`config.mk`:
```
export PLATFORM = sky130hd
export DESIGN_NAME = node_processing_mem_stream_reader
export DESIGN_NICKNAME = d
export VERILOG_FILES = /design/src/rtl/node_mem_pkg.sv /design/src/rtl/node_mem_read_fifo.sv /design/src/rtl/node_processing_mem_stream_reader.sv
export SDC_FILE = /design/constraint.sdc
export NUM_CORES = 1
export LEC_CHECK = 0
export BUFFER_PORTS_ARGS = -buffer_cell sky130_fd_sc_hd__buf_2
export CAP_MARGIN = 10
export CORE_ASPECT_RATIO = 2
export CORE_UTILIZATION = 56
export DETAILED_ROUTE_END_ITERATION = 7
export PLACE_DENSITY = 0.83
export SLEW_MARGIN = 20
export SYNTH_ARGS = -nofsm -noshare
export SYNTH_HDL_FRONTEND = slang
export SYNTH_SLANG_ARGS = --single-unit
export TNS_END_PERCENT = 10
```
`constraint.sdc`:
```
create_clock -name clk -period 2.85 [get_ports clk]
set_clock_uncertainty 0.2 [all_clocks]
set_input_delay 0.1425 -clock clk [delete_from_list [all_inputs] [get_ports clk]]
set_output_delay 0.1425 -clock clk [all_outputs]
set_load 0.1 [all_outputs]
```
`src/rtl/node_mem_pkg.sv`:
```
// Shared definitions for the node processing-memory stream reader.
//   MEM_WORDS   : depth of the 16-bit s2 view in halfwords (addresses wrap to 0)
//   ADDR_W      : width of s2 addresses, lengths and counters
//   STATUS_FLAG : ORed with the transferred length in the completion status word
//   state_t     : reader FSM states
//   next_addr() : increment an s2 address with wrap at MEM_WORDS-1
package node_mem_pkg;

  localparam int          MEM_WORDS   = 10000;
  localparam int          ADDR_W      = 14;
  localparam logic [15:0] STATUS_FLAG = 16'h8000;

  typedef enum logic [1:0] {
    IDLE,
    READ,
    WBACK
  } state_t;

  // The memory is not a power of two deep, so wrap on an explicit compare
  // rather than letting the counter roll over at 2**ADDR_W.
  function automatic logic [ADDR_W-1:0] next_addr(input logic [ADDR_W-1:0] a);
    return (a == ADDR_W'(MEM_WORDS - 1)) ? '0 : a + ADDR_W'(1);
  endfunction

endpackage

```
`src/rtl/node_mem_read_fifo.sv`:
```
// Read-return buffer between the s2 read port and the Avalon-ST output.
//   clk, reset : clock and synchronous active-high reset (flushes the buffer)
//   push       : store push_data this cycle
//   push_data  : halfword returned by the memory
//   pop        : drop the head entry this cycle
//   count      : number of valid entries (0..DEPTH)
//   head       : oldest entry; only meaningful while count != 0
// DEPTH must be a power of two and at least 2 so the pointers wrap naturally.
// The caller never pushes when full or pops when empty.
module node_mem_read_fifo #(
  parameter int DEPTH = 4,
  parameter int WIDTH = 16
) (
  input  logic                     clk,
  input  logic                     reset,
  input  logic                     push,
  input  logic [WIDTH-1:0]         push_data,
  input  logic                     pop,
  output logic [$clog2(DEPTH):0]   count,
  output logic [WIDTH-1:0]         head
);

  localparam int PTR_W = $clog2(DEPTH);

  logic [WIDTH-1:0] storage [DEPTH];
  logic [PTR_W-1:0] wr_ptr;
  logic [PTR_W-1:0] rd_ptr;

  // NOTE: state registers use non-blocking assignments so every register
  // samples the pre-edge values; blocking here would create ordering races.
  always_ff @(posedge clk) begin
    if (reset) begin
      wr_ptr <= '0;
      rd_ptr <= '0;
      count  <= '0;
    end else begin
      if (push) wr_ptr <= wr_ptr + PTR_W'(1);
      if (pop)  rd_ptr <= rd_ptr + PTR_W'(1);
      case ({push, pop})
        2'b10:   count <= count + ($clog2(DEPTH) + 1)'(1);
        2'b01:   count <= count - ($clog2(DEPTH) + 1)'(1);
        default: count <= count;
      endcase
    end
  end

  // NOTE: the data array is deliberately not reset; the pointers and count
  // define which entries are valid, and leaving it unreset lets it map to RAM.
  always_ff @(posedge clk) begin
    if (push) storage[wr_ptr] <= push_data;
  end

  assign head = storage[rd_ptr];

endmodule

```
`src/rtl/node_processing_mem_stream_reader.sv`:
```
// Avalon-MM master on the 16-bit s2 port of a node's processing memory.
// Reads a block of halfwords (wrapping at the end of memory), streams them out
// as one Avalon-ST packet with backpressure, then writes a status halfword
// (STATUS_FLAG | len) to a caller-chosen address.
//   clk, reset        : clock, synchronous active-high reset
//   cmd_*             : command handshake; cmd_ready is high only in IDLE
//   mem_*             : s2 Avalon-MM master; read data returns one cycle after issue
//   st_*              : Avalon-ST source, ready latency 0, sop/eop framing
//   busy              : high whenever not in IDLE
//   done              : one-cycle pulse on the cycle the status write is issued
// FIFO_DEPTH must be a power of two and at least 2.
module node_processing_mem_stream_reader
  import node_mem_pkg::*;
#(
  parameter int FIFO_DEPTH = 4
) (
  input  logic              clk,
  input  logic              reset,
  input  logic              cmd_valid,
  output logic              cmd_ready,
  input  logic [ADDR_W-1:0] cmd_addr,
  input  logic [ADDR_W-1:0] cmd_len,
  input  logic [ADDR_W-1:0] cmd_status_addr,
  output logic [ADDR_W-1:0] mem_address,
  output logic              mem_chipselect,
  output logic              mem_write,
  output logic [15:0]       mem_writedata,
  output logic [1:0]        mem_byteenable,
  output logic              mem_clken,
  input  logic [15:0]       mem_readdata,
  output logic [15:0]       st_data,
  output logic              st_valid,
  input  logic              st_ready,
  output logic              st_sop,
  output logic              st_eop,
  output logic              busy,
  output logic              done
);

  localparam int CNT_W = $clog2(FIFO_DEPTH) + 1;

  state_t            state;
  logic [ADDR_W-1:0] cur_addr;
  logic [ADDR_W-1:0] len_q;
  logic [ADDR_W-1:0] status_addr_q;
  logic [ADDR_W-1:0] remaining_issue;
  logic [ADDR_W-1:0] remaining_out;
  logic              inflight;

  logic [CNT_W-1:0]  fifo_count;
  logic [15:0]       fifo_head;
  logic [CNT_W:0]    occupancy;
  logic              in_read;
  logic              issue;
  logic              pop;

  assign in_read = (state == READ);

  // Entries held plus the read still returning must never exceed the buffer,
  // so a returning read always has somewhere to land without a stall.
  assign occupancy = {1'b0, fifo_count} + (CNT_W + 1)'(inflight);
  assign issue     = in_read && (remaining_issue != '0)
                     && (occupancy < (CNT_W + 1)'(FIFO_DEPTH));

  assign st_valid = in_read && (fifo_count != '0);
  assign pop      = st_valid && st_ready;

  node_mem_read_fifo #(
    .DEPTH (FIFO_DEPTH),
    .WIDTH (16)
  ) u_fifo (
    .clk       (clk),
    .reset     (reset),
    .push      (inflight),
    .push_data (mem_readdata),
    .pop       (pop),
    .count     (fifo_count),
    .head      (fifo_head)
  );

  always_ff @(posedge clk) begin
    if (reset) begin
      state           <= IDLE;
      cur_addr        <= '0;
      len_q           <= '0;
      status_addr_q   <= '0;
      remaining_issue <= '0;
      remaining_out   <= '0;
      inflight        <= 1'b0;
    end else begin
      // A read issued now returns next cycle; this flag turns it into a push.
      inflight <= issue;
      case (state)
        IDLE: begin
          if (cmd_valid) begin
            cur_addr        <= cmd_addr;
            len_q           <= cmd_len;
            status_addr_q   <= cmd_status_addr;
            remaining_issue <= cmd_len;
            remaining_out   <= cmd_len;
            state           <= (cmd_len == '0) ? WBACK : READ;
          end
        end
        READ: begin
          if (issue) begin
            cur_addr        <= next_addr(cur_addr);
            remaining_issue <= remaining_issue - ADDR_W'(1);
          end
          if (pop) begin
            remaining_out <= remaining_out - ADDR_W'(1);
            // All reads have been issued and returned by the last pop.
            if (remaining_out == ADDR_W'(1)) state <= WBACK;
          end
        end
        WBACK:   state <= IDLE;
        default: state <= IDLE;
      endcase
    end
  end

  // Outputs decode registered state only; none depends on a same-cycle input,
  // and everything not actively driving a transfer sits at 0.
  assign cmd_ready      = (state == IDLE);
  assign busy           = (state != IDLE);
  assign done           = (state == WBACK);

  assign mem_chipselect = issue || done;
  assign mem_write      = done;
  assign mem_address    = issue ? cur_addr : (done ? status_addr_q : '0);
  assign mem_writedata  = done ? (STATUS_FLAG | 16'(len_q)) : '0;
  assign mem_byteenable = 2'b11;
  assign mem_clken      = 1'b1;

  assign st_data        = st_valid ? fifo_head : '0;
  assign st_sop         = st_valid && (remaining_out == len_q);
  assign st_eop         = st_valid && (remaining_out == ADDR_W'(1));

endmodule
```
Word-level counts from Yosys, hierarchy flattened
Memories as Yosys holds them, arrays and structs flattened. A register that Yosys moved wholly into a read port is not among the register bits. Cells that the tools add are included.

Register bits: 80. Memory bits (writable): 64. Input port bits: 62. Output and inout port bits: 57. Logic and storage cells: 72. Memories: 1.

Add/sub/neg operators: 8. Magnitude comparators: 1. Equal/unequal tests: 11. Muxes and demuxes: 23. Reduce and logical (&&, ||, !) cells: 18.

Memories: u_fifo.storage (words 4, width 16, read ports 1, clocked after memory_dff 1, wr ports 1, RTL line node_mem_read_fifo.sv:25) `logic [WIDTH-1:0] storage [DEPTH];`.

Operators with widths (number): two-way mux 14 bit (8); case mux 14 bit (2 select lines) (3); two-way mux 16 bit (2); subtractor 14 x 1 -> 14 bit, second input constant (2); adder 14 x 1 -> 14 bit, second input constant (1); == test 14 x 1 -> 1 bit, second input constant (1); == test 14 bit (1); == test 14 bit, second input constant (1); logical NOT 14 bit (1); nonzero test 14 bit (1); two-way mux 2 bit (6); AND reduction 3 bit (3); logical AND 1 bit (6); inequality test 2 x 1 -> 1 bit, second input constant (3); case mux 3 bit (2 select lines) (1); nonzero test 2 bit (3); adder 2 x 1 -> 2 bit, second input constant (2); adder 3 x 1 -> 4 bit (1); == test 2 x 1 -> 1 bit, second input constant (2); == test 2 bit, second input constant (2); < comparator 4 x 3 -> 1 bit, second input constant (1); case mux 2 bit (2 select lines) (1); adder 3 x 1 -> 3 bit, second input constant (1); nonzero test 3 bit (1); 6 further kinds (7).

Longest topological paths before layout
Depth after elaboration: 5. Gate-level depth with buffers: 10. Mapped depth without buffers: 9.

Modules after synthesis
Synthesis repeated with hierarchy kept, for this count alone.

Cell total of the unflattened synthesis: 716. Area, all modules: 7208.2 um^2.

Modules (own cells, without submodules): node_processing_mem_stream_reader (instances 1, cells an instance 591, area each 4449.3 um^2, sequential area each 1461.4 um^2); node_mem_read_fifo (instances 1, cells an instance 125, area each 2758.9 um^2, sequential area each 2102.0 um^2).

Worst setup path after synthesis
No wires, ideal clock.

Path type: reg2out. From: reg state[0]. To: out st_sop. Arrival: 3.862 ns. Required time: 2.508 ns. Slack: -1.354 ns. Cell stages (with the launch flop): 7. Buffers on the path: 1. Path through: dfxtp_1 -> nor2b_1 -> clkbuf_1 -> nand2_1 -> inv_1 -> nand4_1 -> nor3_1.

Word-level cells in the longest chain between the ends: 3.

RTL lines: start, declared (RTL line node_processing_mem_stream_reader.sv:42) `state_t state;`; start signal, assigned (RTL line node_processing_mem_stream_reader.sv:101) `state <= (cmd_len == '0) ? WBACK : READ;`; == test 2 x 1 -> 1 bit (RTL line node_processing_mem_stream_reader.sv:57) `assign in_read = (state == READ);`; logical AND 1 bit (RTL line node_processing_mem_stream_reader.sv:65) `assign st_valid = in_read && (fifo_count != '0);`; named net st_valid (RTL line node_processing_mem_stream_reader.sv:32) `output logic st_valid,`; logical AND 1 bit (RTL line node_processing_mem_stream_reader.sv:135) `assign st_sop = st_valid && (remaining_out == len_q);`; end, declared (RTL line node_processing_mem_stream_reader.sv:34) `output logic st_sop,`.

The timed path passes the listed nets, and every way through them passes these cells.

Final worst setup path
From: reg remaining_issue[0]. To: out mem_chipselect.

Word-level cells in the longest chain between the ends: 4.

RTL lines: start, declared (RTL line node_processing_mem_stream_reader.sv:46) `logic [ADDR_W-1:0] remaining_issue;`; start signal, assigned (RTL line node_processing_mem_stream_reader.sv:99) `remaining_issue <= cmd_len;`; start signal, assigned (RTL line node_processing_mem_stream_reader.sv:107) `remaining_issue <= remaining_issue - ADDR_W'(1);`; nonzero test 14 bit (RTL line node_processing_mem_stream_reader.sv:62) `assign issue = in_read && (remaining_issue != '0)`; logical AND 1 bit (RTL line node_processing_mem_stream_reader.sv:62); logical AND 1 bit (RTL line node_processing_mem_stream_reader.sv:63) `&& (occupancy < (CNT_W + 1)'(FIFO_DEPTH));`; logical OR 1 bit (RTL line node_processing_mem_stream_reader.sv:127) `assign mem_chipselect = issue || done;`; end, declared (RTL line node_processing_mem_stream_reader.sv:25) `output logic mem_chipselect,`.

No other way between the ends.

==> impl_metrics.csv <==
group,metric,value,unit
sta,worst_slew_pin_slew,1.115,ns
clock_tree,clk_pin_slew,0.07,ns
critical_path,crit_chain,"inv_1, ha_1, nor3b_4, and4_1, nor2_1, buf_4, or2_2, buf_12",
min_path,hp-start,"status_addr_q[10]$_SDFFE_PP0P_",
synthesis,yosysSeqAreaShare,51.03,%
critical_path,cp-start-kind,"flip-flop",
critical_path,crit_type,"flip-flop to output port",
synthesis,synthFlopType,"dfxtp_1",
critical_path,r2r_slack,0.15,ns
status,run_status,"completed",
critical_path,critPathMaxStageDelay,0.33,ns
run,drv_cap,0,
critical_path,required,2.51,ns
floorplanning,die_h,159.9,um
critical_path,cp_slowest_cell,"dfxtp_1",
synthesis,synth_top_family_by_area,"simple AND/OR/NAND/NOR gates",
sta,rsz0062_at_grt,"yes",
sta,finalSetupViolations,0,
clock_tree,clk_latency,0.44,ns
placement,gp_congestion,0.9342,
pwr,peakVddDrop,0.5819,mV
layout,area_growth,32.06,%
layout,antenna_cells,0,
floorplanning,row_count,57,
synthesis,synth_fa_ha_area_share,1.899,%
clock_tree,cts-root-buf,"clkbuf_16",
floorplanning,fp.dieW,80.96,um
route,detail-route-antenna-nets,0,
synthesis,synth-simple-area-share,18.80,%
min_path,hp-class,"flip-flop to flip-flop",
floorplanning,io_pins,119,
layout,fin_nets,943,
grt,gr-usage-all-layers,35.85,%
critical_path,crit_start,"remaining_issue[0]$_SDFFE_PP0P_",
synthesis,ys_types,55,
grt,grt_antenna_before_repair,0,
layout,fin_util,76.06,%
route,vias,6514,
floorplanning,core_area,0.01212,sq mm
sta,min_period,2.762,ns
route,postRouteWirelength,21930,um
route,drcViolationCount,0,
placement,post-dp-hpwl,13410,um
sta,fmax,362.0,MHz
synthesis,netlist_area,0.006983,sq mm
clock_tree,clk_path_buf_depth,2,
grt,grt-ovfl-total,0,
route,vias_per_cell,6.318,
critical_path,worst_ep_arrival_time,2.42,ns
layout,multi_input_comb_area,0.003183,sq mm
clock_tree,cts_sinks,146,
clock_tree,cts_buffers,17,
layout,fill_cells,776,
synthesis,syn_inst,706,
synthesis,muxShareOfSynthArea,5.304,%
sta,drv_slew,0,
floorplanning,start_util,57.60,%
synthesis,ys_warn_count,0,
floorplanning,dieArea,0.01295,sq mm
synthesis,syn_avg_cell_area,9.891,sq um
placement,pre_cts_ws,0.3408,ns
route,wl_per_cell,21.27,um
grt,grt_pass1_vias,6509,
critical_path,path_max_fanout,17,
grt,grt_first_pass_wirelength,33910,um
synthesis,async_reset_ff_share,0,%
synthesis,ys_ff_latch,146,
pwr,cellLeakagePower,3.596,nW
critical_path,worstSetupEndpointType,"output port",
synthesis,synth_compound_area_share,16.25,%
sta,slew_headroom,25.38,%
placement,port_buffers,114,
clock_tree,cts_tree,"done",
synthesis,synthXorXnorAreaFrac,2.383,%
clock_tree,htree_levels,4,
sta,timing.final.crit_share,96.92,%
critical_path,r2r_start,"remaining_issue[0]$_SDFFE_PP0P_",
layout,drive_above_1_share,22.17,%
synthesis,synth_edf_count,64,
route,drtIter0Drc,735,
sta,layout_setup_ws,0.08769,ns
sta,hold_viol,0,
pwr,p_per_area,663.1,mW/mm^2
route,first_pass_iters,6,
layout,regArea,0.003563,sq mm
grt,grt_max_degree,66,
==> timing repair <==
item,in CTS,in global routing
hold buffers,66,0
endpoints found under the setup margin,7,11
setup buffers,1,0
pin swaps,0,0
gates resized for setup,3,3
endpoints found under the hold margin,132,0
==> cell type report <==
cell class | instances | area share [%]
clock buffers | 17 | 4.613
clock inverters | 15 | 1.995
inverters | 18 | 0.7327
multi-input cells | 492 | 34.52
flip-flops and latches | 146 | 38.64
well taps | 147 | 1.995
repair buffers | 196 | 17.50
==> metal layers <==
metal  track usage, %  routed length (um)  vias up  share of wire (%)
met2            61.88               11660      417                 53
met5                0                   0        -                  0
met4            26.38                1687        0                7.7
met1            35.52                6947     3059                 32
li1                 -                   -     2903                  -
met3            8.971                1634      135                7.5
==> power by group <==
part	internal, W	leakage (nW)	switching (W)
combinational	0.000464	2.05	0.000840
sequential	0.00231	1.25	0.000152
clock	0.00133	0.295	0.00102
total	0.00411	3.60	0.00201
==> cell families after synthesis <==
logic type      Yosys count
other cells               2
simple gates            259
mux                      17
fa+ha+maj                10
buf+inv                  70
flops                   146
xor+xnor                 19
compound gates          183
==> registers in the layout (all words and copies together), names as in the netlist, 2 cells and up, named ones only <==
signal / count
cur_addr: 14
len_q: 14
remaining_issue: 14
remaining_out: 14
state: 2
status_addr_q: 14
u_fifo.count: 3
u_fifo.rd_ptr: 2
u_fifo.storage: 64
u_fifo.wr_ptr: 2
==> synthesized netlist by cell type (3+ instances only) <==
cell type	instances	area, sq um
or3_1	5	31.28
nand3_1	13	65.06
o31ai_1	7	52.55
or2_2	3	18.77
a21o_1	7	52.55
nand2b_1	12	75.07
and4_1	3	26.28
nor2_1	38	142.6
inv_1	18	67.56
dfxtp_1	82	1642
nand4_1	7	43.79
a22o_1	15	131.4
buf_2	5	25.02
buf_1	3	11.26
a211oi_1	8	60.06
xor2_1	7	61.31
ha_1	9	112.6
clkbuf_1	37	138.9
nor3b_1	3	22.52
and3_1	17	106.4
xnor2_1	12	105.1
nand2_1	100	375.4
o21a_1	3	22.52
mux4_2	16	360.4
o32ai_1	12	105.1
o21ai_0	29	145.1
a21oi_1	83	415.4
edfxtp_1	64	1922
nor3_1	11	55.05
and2_1	20	125.1
nor4_2	3	37.54
a22oi_1	5	37.54
nor4_1	10	62.56
a31oi_1	4	25.02
buf_4	7	52.55
==> critical path: cells and delay by family (launching register included) <==
| kind | cells | cell delay, ns |
|---|---|---|
| flip-flops | 1 | 0.33 |
| buffers and inverters | 3 | 0.51 |
| adder cells (fa/ha/maj) | 1 | 0.23 |
| AND/OR/NAND/NOR | 4 | 0.91 |
==> per-stage QoR <==
step | cells | area, sq um | hold WS (ns) | TNS [ns] | total power, W
floorplan | 708 | 7008 | 0.04137 | -5.355 | 0.003293
global placement | 932 | 7913 | 0.1498 | 0 | 0.003605
detailed placement | 932 | 7913 | 0.1599 | 0 | 0.003653
CTS | 1031 | 9203 | 0.2468 | 0 | 0.006055
global route | 1031 | 9221 | 0.2572 | -0.002529 | 0.006300
finish | 1031 | 9221 | 0.2609 | 0 | 0.006114
==> placed cells by master, fill, tap and decap left out, drive strengths merged, types with 12 or more instances in the layout <==
cell,n
buf,130
dlygate4sd3,66
nand2b,12
nor3,13
o21ai,30
and3,17
o32ai,12
nor4,13
dfxtp,82
nor2,38
nand3,13
a21oi,83
and2,20
edfxtp,64
a22o,15
inv,28
nand2,100
clkbuf,17
xnor2,12
mux4,16
==> final timing paths <==
path / to / cells past startpoint
worst max-delay path: mem_chipselect / 8
worst min-delay path: status_addr_q[10]$_SDFFE_PP0P_ / 2
worst max register to register: cur_addr[2]$_SDFFE_PP0P_ / 9
worst min register to register: status_addr_q[10]$_SDFFE_PP0P_ / 2
No activity file was read; power rests on OpenSTA's default activity.
